$ cat src/rtl/wb_port_arbiter_pkg.sv
// Shared types and constants for the writeback port arbiter slice.
package wb_port_arbiter_pkg;

  localparam int DATA_W   = 32;
  localparam int REG_AW   = 5;
  localparam int NUM_REGS = 1 << REG_AW;

  typedef logic [REG_AW-1:0] regAddr_t;
  typedef logic [DATA_W-1:0] regData_t;

  // Register x0 is hardwired to zero, so writes to it are discarded.
  localparam regAddr_t REG_X0 = '0;

  typedef enum logic [1:0] {
    IDLE   = 2'd0,
    HOLD   = 2'd1,
    STARVE = 2'd2
  } arbState_e;

  // True when a destination names a real, writable register.
  function automatic logic isWritable(input regAddr_t rd);
    return rd != REG_X0;
  endfunction

endpackage

$ cat src/rtl/wb_port_arbiter_if.sv
// Bundle of the writeback, MUL/DIV, decode and register-file signals
// around the arbiter. The master side drives pipeline/decode/MUL-DIV
// inputs; the slave side is the arbiter itself.
interface wb_port_arbiter_if;
  import wb_port_arbiter_pkg::*;

  logic     pipe_we;
  regAddr_t pipe_rd;
  regData_t pipe_wd;

  logic     md_issue;
  regAddr_t md_issue_rd;
  logic     md_valid;
  regAddr_t md_rd;
  regData_t md_wd;
  logic     md_ready;

  regAddr_t dec_rs1;
  regAddr_t dec_rs2;
  regAddr_t dec_rd;
  logic     hazard_stall;
  logic     stall_req;

  logic     rf_we;
  regAddr_t rf_rd;
  regData_t rf_wd;

  modport master (
    output pipe_we, pipe_rd, pipe_wd,
    output md_issue, md_issue_rd, md_valid, md_rd, md_wd,
    output dec_rs1, dec_rs2, dec_rd,
    input  md_ready, hazard_stall, stall_req,
    input  rf_we, rf_rd, rf_wd
  );

  modport slave (
    input  pipe_we, pipe_rd, pipe_wd,
    input  md_issue, md_issue_rd, md_valid, md_rd, md_wd,
    input  dec_rs1, dec_rs2, dec_rd,
    output md_ready, hazard_stall, stall_req,
    output rf_we, rf_rd, rf_wd
  );

endinterface

$ cat src/rtl/wb_port_arbiter_scoreboard.sv
// Pending-destination bitmap for in-flight MUL/DIV operations, with a
// three-operand lookup that tells decode when it must wait.
module wb_port_arbiter_scoreboard
  import wb_port_arbiter_pkg::*;
(
  input  logic     clk_i,
  input  logic     rst_ni,
  input  logic     set_i,
  input  regAddr_t setIdx_i,
  input  logic     clr_i,
  input  regAddr_t clrIdx_i,
  input  regAddr_t rs1_i,
  input  regAddr_t rs2_i,
  input  regAddr_t rd_i,
  output logic     hazard_o
);

  logic [NUM_REGS-1:0] pending_q;
  logic [NUM_REGS-1:0] pending_d;

  // An operand only conflicts if it is a real register with a result in flight.
  function automatic logic isBusy(input logic [NUM_REGS-1:0] vec, input regAddr_t idx);
    return isWritable(idx) && vec[idx];
  endfunction

  // Clear first, then set, so a new issue to the same register survives
  // the commit of the previous result on the same edge.
  always_comb begin
    pending_d = pending_q;
    if (clr_i) begin
      pending_d[clrIdx_i] = 1'b0;
    end
    if (set_i && isWritable(setIdx_i)) begin
      pending_d[setIdx_i] = 1'b1;
    end
  end

  // Pending bitmap register; reset forgets every in-flight destination.
  always_ff @(posedge clk_i or negedge rst_ni) begin
    if (!rst_ni) begin
      pending_q <= '0;
    end else begin
      pending_q <= pending_d;
    end
  end

  assign hazard_o = isBusy(pending_q, rs1_i) || isBusy(pending_q, rs2_i) || isBusy(pending_q, rd_i);

endmodule

$ cat src/rtl/wb_port_arbiter.sv
// Shares the register-file write port between pipeline writeback and an
// out-of-band MUL/DIV unit. The pipeline always wins; a blocked MUL/DIV
// result is parked in a hold register, and if the pipeline keeps the port
// busy for too long a bubble is requested from the hazard unit.
module wb_port_arbiter #(
  parameter int STARVE_LIMIT = 4
) (
  input logic             clk_i,
  input logic             rst_ni,
  wb_port_arbiter_if.slave bus
);
  import wb_port_arbiter_pkg::*;

  localparam int               CNT_W   = $clog2(STARVE_LIMIT + 1);
  localparam logic [CNT_W-1:0] LIMIT_C = CNT_W'(STARVE_LIMIT);
  localparam logic [CNT_W-1:0] ONE_C   = CNT_W'(1);

  arbState_e        state_q, state_d;
  regAddr_t         holdRd_q, holdRd_d;
  regData_t         holdWd_q, holdWd_d;
  logic [CNT_W-1:0] waitCnt_q, waitCnt_d;
  logic             rfWe_q, rfWe_d;
  regAddr_t         rfRd_q, rfRd_d;
  regData_t         rfWd_q, rfWd_d;
  logic             stallReq_q, stallReq_d;

  logic     pipeActive;
  logic     mdReady;
  logic     handshake;
  logic     mdCommit;
  regAddr_t mdCommitRd;
  logic     hazard;

  assign pipeActive = bus.pipe_we && isWritable(bus.pipe_rd);
  assign mdReady    = (state_q == IDLE);
  assign handshake  = bus.md_valid && mdReady;

  // Port arbitration: pipeline first, then a fresh or held MUL/DIV result.
  // A MUL/DIV result that loses the port waits in the hold register, and
  // the wait counter decides when to ask for a bubble.
  always_comb begin
    state_d    = state_q;
    holdRd_d   = holdRd_q;
    holdWd_d   = holdWd_q;
    waitCnt_d  = waitCnt_q;
    rfWe_d     = 1'b0;
    rfRd_d     = rfRd_q;
    rfWd_d     = rfWd_q;
    mdCommit   = 1'b0;
    mdCommitRd = REG_X0;

    if (pipeActive) begin
      rfWe_d = 1'b1;
      rfRd_d = bus.pipe_rd;
      rfWd_d = bus.pipe_wd;
    end

    case (state_q)
      IDLE: begin
        if (handshake) begin
          if (pipeActive) begin
            holdRd_d  = bus.md_rd;
            holdWd_d  = bus.md_wd;
            waitCnt_d = ONE_C;
            state_d   = (ONE_C >= LIMIT_C) ? STARVE : HOLD;
          end else begin
            rfWe_d     = isWritable(bus.md_rd);
            rfRd_d     = bus.md_rd;
            rfWd_d     = bus.md_wd;
            mdCommit   = 1'b1;
            mdCommitRd = bus.md_rd;
          end
        end
      end
      HOLD: begin
        if (pipeActive) begin
          waitCnt_d = (waitCnt_q < LIMIT_C) ? (waitCnt_q + ONE_C) : LIMIT_C;
          if (waitCnt_d == LIMIT_C) begin
            state_d = STARVE;
          end
        end else begin
          rfWe_d     = isWritable(holdRd_q);
          rfRd_d     = holdRd_q;
          rfWd_d     = holdWd_q;
          mdCommit   = 1'b1;
          mdCommitRd = holdRd_q;
          waitCnt_d  = '0;
          state_d    = IDLE;
        end
      end
      STARVE: begin
        if (!pipeActive) begin
          rfWe_d     = isWritable(holdRd_q);
          rfRd_d     = holdRd_q;
          rfWd_d     = holdWd_q;
          mdCommit   = 1'b1;
          mdCommitRd = holdRd_q;
          waitCnt_d  = '0;
          state_d    = IDLE;
        end
      end
      default: begin
        state_d = IDLE;
      end
    endcase

    stallReq_d = (state_d == STARVE);
  end

  // State, hold register, wait counter and registered register-file outputs.
  always_ff @(posedge clk_i or negedge rst_ni) begin
    if (!rst_ni) begin
      state_q    <= IDLE;
      holdRd_q   <= '0;
      holdWd_q   <= '0;
      waitCnt_q  <= '0;
      rfWe_q     <= 1'b0;
      rfRd_q     <= '0;
      rfWd_q     <= '0;
      stallReq_q <= 1'b0;
    end else begin
      state_q    <= state_d;
      holdRd_q   <= holdRd_d;
      holdWd_q   <= holdWd_d;
      waitCnt_q  <= waitCnt_d;
      rfWe_q     <= rfWe_d;
      rfRd_q     <= rfRd_d;
      rfWd_q     <= rfWd_d;
      stallReq_q <= stallReq_d;
    end
  end

  wb_port_arbiter_scoreboard u_scoreboard (
    .clk_i    (clk_i),
    .rst_ni   (rst_ni),
    .set_i    (bus.md_issue),
    .setIdx_i (bus.md_issue_rd),
    .clr_i    (mdCommit),
    .clrIdx_i (mdCommitRd),
    .rs1_i    (bus.dec_rs1),
    .rs2_i    (bus.dec_rs2),
    .rd_i     (bus.dec_rd),
    .hazard_o (hazard)
  );

  assign bus.md_ready     = mdReady;
  assign bus.hazard_stall = hazard;
  assign bus.stall_req    = stallReq_q;
  assign bus.rf_we        = rfWe_q;
  assign bus.rf_rd        = rfRd_q;
  assign bus.rf_wd        = rfWd_q;

endmodule

$ cat src/flat_wrapper.sv
// flat-port wrapper written by rule: the top's interface ports become plain ports
module wb_port_arbiter_flat import wb_port_arbiter_pkg::*;
#(
  parameter int STARVE_LIMIT = 4
)
  (clk_i, rst_ni, bus_pipe_we, bus_pipe_rd, bus_pipe_wd, bus_md_issue, bus_md_issue_rd, bus_md_valid, bus_md_rd, bus_md_wd, bus_dec_rs1, bus_dec_rs2, bus_dec_rd, bus_md_ready, bus_hazard_stall, bus_stall_req, bus_rf_we, bus_rf_rd, bus_rf_wd);
  wb_port_arbiter_if bus_i ();
  input logic clk_i;
  input logic rst_ni;
  input wire logic [$bits(bus_i.pipe_we)-1:0] bus_pipe_we;
  input wire logic [$bits(bus_i.pipe_rd)-1:0] bus_pipe_rd;
  input wire logic [$bits(bus_i.pipe_wd)-1:0] bus_pipe_wd;
  input wire logic [$bits(bus_i.md_issue)-1:0] bus_md_issue;
  input wire logic [$bits(bus_i.md_issue_rd)-1:0] bus_md_issue_rd;
  input wire logic [$bits(bus_i.md_valid)-1:0] bus_md_valid;
  input wire logic [$bits(bus_i.md_rd)-1:0] bus_md_rd;
  input wire logic [$bits(bus_i.md_wd)-1:0] bus_md_wd;
  input wire logic [$bits(bus_i.dec_rs1)-1:0] bus_dec_rs1;
  input wire logic [$bits(bus_i.dec_rs2)-1:0] bus_dec_rs2;
  input wire logic [$bits(bus_i.dec_rd)-1:0] bus_dec_rd;
  output wire logic [$bits(bus_i.md_ready)-1:0] bus_md_ready;
  output wire logic [$bits(bus_i.hazard_stall)-1:0] bus_hazard_stall;
  output wire logic [$bits(bus_i.stall_req)-1:0] bus_stall_req;
  output wire logic [$bits(bus_i.rf_we)-1:0] bus_rf_we;
  output wire logic [$bits(bus_i.rf_rd)-1:0] bus_rf_rd;
  output wire logic [$bits(bus_i.rf_wd)-1:0] bus_rf_wd;
  assign bus_i.pipe_we = bus_pipe_we;
  assign bus_i.pipe_rd = bus_pipe_rd;
  assign bus_i.pipe_wd = bus_pipe_wd;
  assign bus_i.md_issue = bus_md_issue;
  assign bus_i.md_issue_rd = bus_md_issue_rd;
  assign bus_i.md_valid = bus_md_valid;
  assign bus_i.md_rd = bus_md_rd;
  assign bus_i.md_wd = bus_md_wd;
  assign bus_i.dec_rs1 = bus_dec_rs1;
  assign bus_i.dec_rs2 = bus_dec_rs2;
  assign bus_i.dec_rd = bus_dec_rd;
  assign bus_md_ready = bus_i.md_ready;
  assign bus_hazard_stall = bus_i.hazard_stall;
  assign bus_stall_req = bus_i.stall_req;
  assign bus_rf_we = bus_i.rf_we;
  assign bus_rf_rd = bus_i.rf_rd;
  assign bus_rf_wd = bus_i.rf_wd;
  wb_port_arbiter #(.STARVE_LIMIT(STARVE_LIMIT)) u_core (.clk_i(clk_i), .rst_ni(rst_ni), .bus(bus_i));
endmodule
$ cat config.mk
export PLATFORM = sky130hd
export DESIGN_NAME = wb_port_arbiter_flat
export DESIGN_NICKNAME = d
export VERILOG_FILES = /design/src/rtl/wb_port_arbiter_pkg.sv /design/src/rtl/wb_port_arbiter_if.sv /design/src/rtl/wb_port_arbiter_scoreboard.sv /design/src/rtl/wb_port_arbiter.sv /design/src/flat_wrapper.sv
export SDC_FILE = /design/constraint.sdc
export NUM_CORES = 1
export LEC_CHECK = 0
export CELL_PAD_IN_SITES_DETAIL_PLACEMENT = 0
export CELL_PAD_IN_SITES_GLOBAL_PLACEMENT = 1
export CORE_MARGIN = 1.5
export CORE_UTILIZATION = 38
export DETAILED_ROUTE_END_ITERATION = 8
export DONT_BUFFER_PORTS = 1
export PLACE_DENSITY_LB_ADDON = 0.1
export RECOVER_POWER = 25
export SETUP_SLACK_MARGIN = 0.1
export SLEW_MARGIN = 30
export SYNTH_ARGS = -nofsm -noshare
export SYNTH_HDL_FRONTEND = slang
export SYNTH_SLANG_ARGS = --single-unit
$ cat constraint.sdc
create_clock -name clk_i -period 2.8 [get_ports clk_i]
set_clock_uncertainty 0.15 [all_clocks]
set_input_delay 0.42 -clock clk_i [delete_from_list [all_inputs] [get_ports clk_i]]
set_output_delay 0.42 -clock clk_i [all_outputs]
set_load 0.05 [all_outputs]
==> flow_summary.html <==
<table>
<tr><th>Metric</th><th>Value</th></tr>
<tr><th colspan="2">Timing</th></tr>
<tr><td>Post-route setup TNS</td><td>0 ns</td></tr>
<tr><td>Final setup violating endpoints</td><td>0</td></tr>
<tr><td>Period utilization</td><td>0.971</td></tr>
<tr><td>Maximum clock frequency</td><td>0.368 GHz</td></tr>
<tr><td>Number of pins exceeding their max-slew limit in the final report</td><td>0</td></tr>
<tr><td>Hold slack final</td><td>-0.404 ns</td></tr>
<tr><td>Worst Max-Slew Pin Slew</td><td>0.624 ns</td></tr>
<tr><td>Unrepaired setup endpoints after global routing</td><td>true</td></tr>
<tr><td>Time the final worst path needs with I/O delays and setup</td><td>2.72 ns</td></tr>
<tr><td>Hold violation total from the final report</td><td>112</td></tr>
<tr><td>Rel. slew slack</td><td>0.584</td></tr>
<tr><th colspan="2">Power</th></tr>
<tr><td>Leakage power</td><td>2.78 nW</td></tr>
<tr><td>Total power</td><td>7.95 mW</td></tr>
<tr><td>Pwr Density</td><td>1110 nW/µm²</td></tr>
<tr><td>Worst supply voltage drop on vdd</td><td>489 µV</td></tr>
<tr><th colspan="2">Clock network</th></tr>
<tr><td>TritonCTS clock tree</td><td>done</td></tr>
<tr><td>CTS buffer count</td><td>9</td></tr>
<tr><td>Clock Latency Late Sink</td><td>0.35 ns</td></tr>
<tr><td>Clk Tree Root Cell</td><td>sky130_fd_sc_hd__clkbuf_16</td></tr>
<tr><td>H-tree depth reported by CTS</td><td>3</td></tr>
<tr><td>Clock net sink count</td><td>112</td></tr>
<tr><td>Clock slew at the register clock pins of the worst setup and hold paths</td><td>0.08 ns</td></tr>
<tr><td>Longest Clk Path Bufs</td><td>2</td></tr>
<tr><th colspan="2">Final layout</th></tr>
<tr><td>Post-route standard cell area excluding fillers</td><td>7170 µm²</td></tr>
<tr><td>Area used by multi-input combinational logic</td><td>3570 µm²</td></tr>
<tr><td>Total area of sequential cells</td><td>2800 µm²</td></tr>
<tr><td>Most common library cell in the layout ignoring fill and taps</td><td>sky130_fd_sc_hd__dfrtp_1</td></tr>
<tr><td>Area growth syn-to-layout</td><td>10.1%</td></tr>
<tr><td>Layout filler cell count</td><td>1574</td></tr>
<tr><td>Layout Nets</td><td>661</td></tr>
<tr><td>Commonest cells after routing, fill and taps aside</td><td>sky130_fd_sc_hd__dfrtp_1, sky130_fd_sc_hd__mux2_2, sky130_fd_sc_hd__a22oi_1</td></tr>
<tr><td>Antenna diode count</td><td>0</td></tr>
<tr><td>Fraction of layout instances using a drive strength above 1</td><td>0.288</td></tr>
<tr><th colspan="2">GRT</th></tr>
<tr><td>Residual overflow from global routing</td><td>0</td></tr>
<tr><td>Maximum number of pins on one net before global-route repair</td><td>113</td></tr>
<tr><td>Antenna violations before repair</td><td>0</td></tr>
<tr><td>Via count of the first global-routing pass</td><td>5031</td></tr>
<tr><td>Overall fraction of global-route tracks in use</td><td>0.209</td></tr>
<tr><td>First-pass GRT wire length</td><td>28900 µm</td></tr>
<tr><th colspan="2">Detailed routing</th></tr>
<tr><td>Initial DRT Pass Iterations</td><td>4</td></tr>
<tr><td>Avg WL per Cell</td><td>23.4 µm</td></tr>
<tr><td>Average via count per standard cell</td><td>6.19</td></tr>
<tr><td>Initial drt markers</td><td>234</td></tr>
<tr><td>Antenna-violating nets left</td><td>0</td></tr>
<tr><td>Via count of the routed design</td><td>4839</td></tr>
<tr><td>Number of DRC violations after detailed routing</td><td>0</td></tr>
<tr><td>Routed WL</td><td>18300 µm</td></tr>
<tr><th colspan="2">Worst setup path</th></tr>
<tr><td>Critical path origin</td><td>u_core.u_scoreboard.pending_q[16]</td></tr>
<tr><td>Length in cells of the worst reg-to-reg path</td><td>7</td></tr>
<tr><td>Worst setup path category</td><td>flop to output port</td></tr>
<tr><td>Critical R2R Launch</td><td>u_core.state_q[0]</td></tr>
<tr><td>CP endpoint kind</td><td>output port</td></tr>
<tr><td>Termination of the worst setup path</td><td>bus_hazard_stall</td></tr>
<tr><td>Endpoint of the lowest-slack register-to-register path</td><td>u_core.u_scoreboard.pending_q[19]</td></tr>
<tr><td>Required time of the critical path</td><td>2.23 ns</td></tr>
<tr><td>Setup slack of the worst register-to-register path</td><td>0.28 ns</td></tr>
<tr><td>Type of element launching the critical path</td><td>flop</td></tr>
<tr><td>Arrival time of data at the critical path endpoint</td><td>2.15 ns</td></tr>
<tr><td>Peak fanout along the critical path</td><td>4</td></tr>
<tr><th colspan="2">Logic synthesis</th></tr>
<tr><td>Number of flops mapped to enable cells by yosys</td><td>0</td></tr>
<tr><td>Count of different cell masters after synthesis</td><td>54</td></tr>
<tr><td>Fraction of post-synthesis cell area in the top cell type by area</td><td>0.430</td></tr>
<tr><td>Number of standard cells after synthesis</td><td>572</td></tr>
<tr><td>Count of state elements after synthesis</td><td>112</td></tr>
<tr><td>Mapped cell area</td><td>6510 µm²</td></tr>
<tr><td>Syn. warnings</td><td>0</td></tr>
<tr><td>Synthesized area divided by synthesized cell count</td><td>11.4 µm²</td></tr>
<tr><td>Post-Syn Nets</td><td>676</td></tr>
<tr><td>Proportion of register bits with asynchronous set or reset after synthesis</td><td>1.00</td></tr>
<tr><td>Top cell type by total area after synthesis</td><td>sky130_fd_sc_hd__dfrtp_1</td></tr>
<tr><td>Predominant post-synthesis flop cell</td><td>sky130_fd_sc_hd__dfrtp_1</td></tr>
<tr><td>Cell types occupying the most area after synthesis</td><td>sky130_fd_sc_hd__dfrtp_1, sky130_fd_sc_hd__mux2_2, sky130_fd_sc_hd__mux4_2</td></tr>
<tr><td>Fraction of the yosys area taken by sequential cells</td><td>0.430</td></tr>
<tr><th colspan="2">Status</th></tr>
<tr><td>Run status</td><td>complete, but fails checks</td></tr>
<tr><td>Violations in the final reports</td><td>negative hold slack</td></tr>
<tr><th colspan="2">Floorplan</th></tr>
<tr><td>Core region area</td><td>16600 µm²</td></tr>
<tr><td>I/O Pins</td><td>140</td></tr>
<tr><td>Floorplan die width</td><td>134 µm</td></tr>
<tr><td>Height of the chip</td><td>134 µm</td></tr>
<tr><td>Initial cell density of the core</td><td>0.391</td></tr>
<tr><td>Num rows</td><td>47</td></tr>
<tr><td>DIE AREA</td><td>17900 µm²</td></tr>
<tr><th colspan="2">Flow run</th></tr>
<tr><td>Max-cap violation count</td><td>0</td></tr>
<tr><th colspan="2">Placement</th></tr>
<tr><td>Placed Area</td><td>6770 µm²</td></tr>
<tr><td>PortBufs</td><td>0</td></tr>
<tr><td>Dpl hpwl</td><td>13100 µm</td></tr>
<tr><td>RePlAce Congestion</td><td>0.789</td></tr>
<tr><th colspan="2">Worst hold path</th></tr>
<tr><td>Worst min-delay path category</td><td>input pin to async pin</td></tr>
</table>
## worst min path at each step
stage                           end   start  slack (ns)
2_1_floorplan   u_core.bus.rf_rd[0]  rst_ni       -0.03
3_3_place_gp    u_core.holdWd_q[13]  rst_ni       -0.02
3_5_place_dp    u_core.holdWd_q[13]  rst_ni       -0.02
4_1_cts         u_core.holdWd_q[13]  rst_ni       -0.42
5_1_grt         u_core.holdWd_q[13]  rst_ni       -0.42
6_report       u_core.bus.rf_wd[13]  rst_ni       -0.40
## where the power goes
group	total [mW]	leakage, nW	switching (mW)	internal (mW)
Clock	1.43	0.161	0.613	0.818
Combinational	2.57	1.27	1.26	1.31
Sequential	3.95	1.35	1.60	2.35
Total	7.95	2.78	3.47	4.48
## timing repair
| action | 4_1_cts | 5_1_grt |
|---|---|---|
| setup endpoints to repair | 1 | 3 |
| gates cloned | 0 | 0 |
| pin swaps | 1 | 4 |
| buffers inserted | 0 | 2 |
| hold endpoints to repair | 112 | 112 |
| resized for setup | 1 | 7 |
## per-stage QoR
| stage | cells | util | setup WS, ns |
|---|---|---|---|
| after global placement | 764 | 0.407 | 0.320 |
| after floorplan | 572 | - | 0.107 |
| after CTS | 780 | 0.427 | 0.107 |
| after detailed placement | 764 | 0.407 | 0.242 |
| after global routing | 782 | 0.431 | 0.0101 |
| final | 782 | 0.431 | 0.0805 |
## cells by family after synthesis
kind of cell | synth area share
compound gates | 0.182
mux | 0.248
flops | 0.430
simple gates | 0.0951
buf+inv | 0.0352
fa+ha+maj | 0.00961
## cell type report
cell class              count  area share
repair buffers             17      0.0213
clock buffers              11      0.0339
well taps                 220      0.0384
clock inverters             5      0.0120
multi-input cells         406       0.498
flip-flops and latches    112       0.391
inverters                  11     0.00576
## cells in the mapped netlist, types with 13 or more instances
| master | instances |
|---|---|
| sky130_fd_sc_hd__dfrtp_1 | 112 |
| sky130_fd_sc_hd__mux2_2 | 85 |
| sky130_fd_sc_hd__a22oi_1 | 50 |
| sky130_fd_sc_hd__o21ai_0 | 32 |
| sky130_fd_sc_hd__clkbuf_1 | 26 |
| sky130_fd_sc_hd__mux2i_1 | 25 |
| sky130_fd_sc_hd__o22ai_1 | 24 |
| sky130_fd_sc_hd__mux4_2 | 18 |
| sky130_fd_sc_hd__nand3_1 | 16 |
| sky130_fd_sc_hd__buf_2 | 15 |
| sky130_fd_sc_hd__nor2_1 | 15 |
| sky130_fd_sc_hd__o21ai_1 | 14 |
| sky130_fd_sc_hd__nand2_1 | 13 |
| sky130_fd_sc_hd__o2bb2ai_1 | 13 |
## sequential cells by signal, indices dropped and copies added (netlist names)
signal	cells
u_core.bus.stall_req	1
u_core.u_scoreboard.pending_q	31
u_core.bus.rf_we	1
u_core.state_q	2
u_core.bus.rf_wd	32
u_core.waitCnt_q	3
u_core.holdWd_q	32
u_core.bus.rf_rd	5
u_core.holdRd_q	5
## per-layer routing
metal	track usage	wire [µm]	vias up
met2	0.351	9120	141
met4	0.0815	468	0
met5	0	0	-
met1	0.253	7440	2460
met3	0.0593	1270	24
li1	-	-	2214
## worst max-delay path: stages (launching register included)
cell and delay, ns:
sky130_fd_sc_hd__dfrtp_1 0.44, sky130_fd_sc_hd__mux4_2 0.50, sky130_fd_sc_hd__mux2i_4 0.20, sky130_fd_sc_hd__nor3b_2 0.09
sky130_fd_sc_hd__nor4_4 0.35, sky130_fd_sc_hd__nand3_4 0.22
No activity file was read; power rests on OpenSTA's default activity.
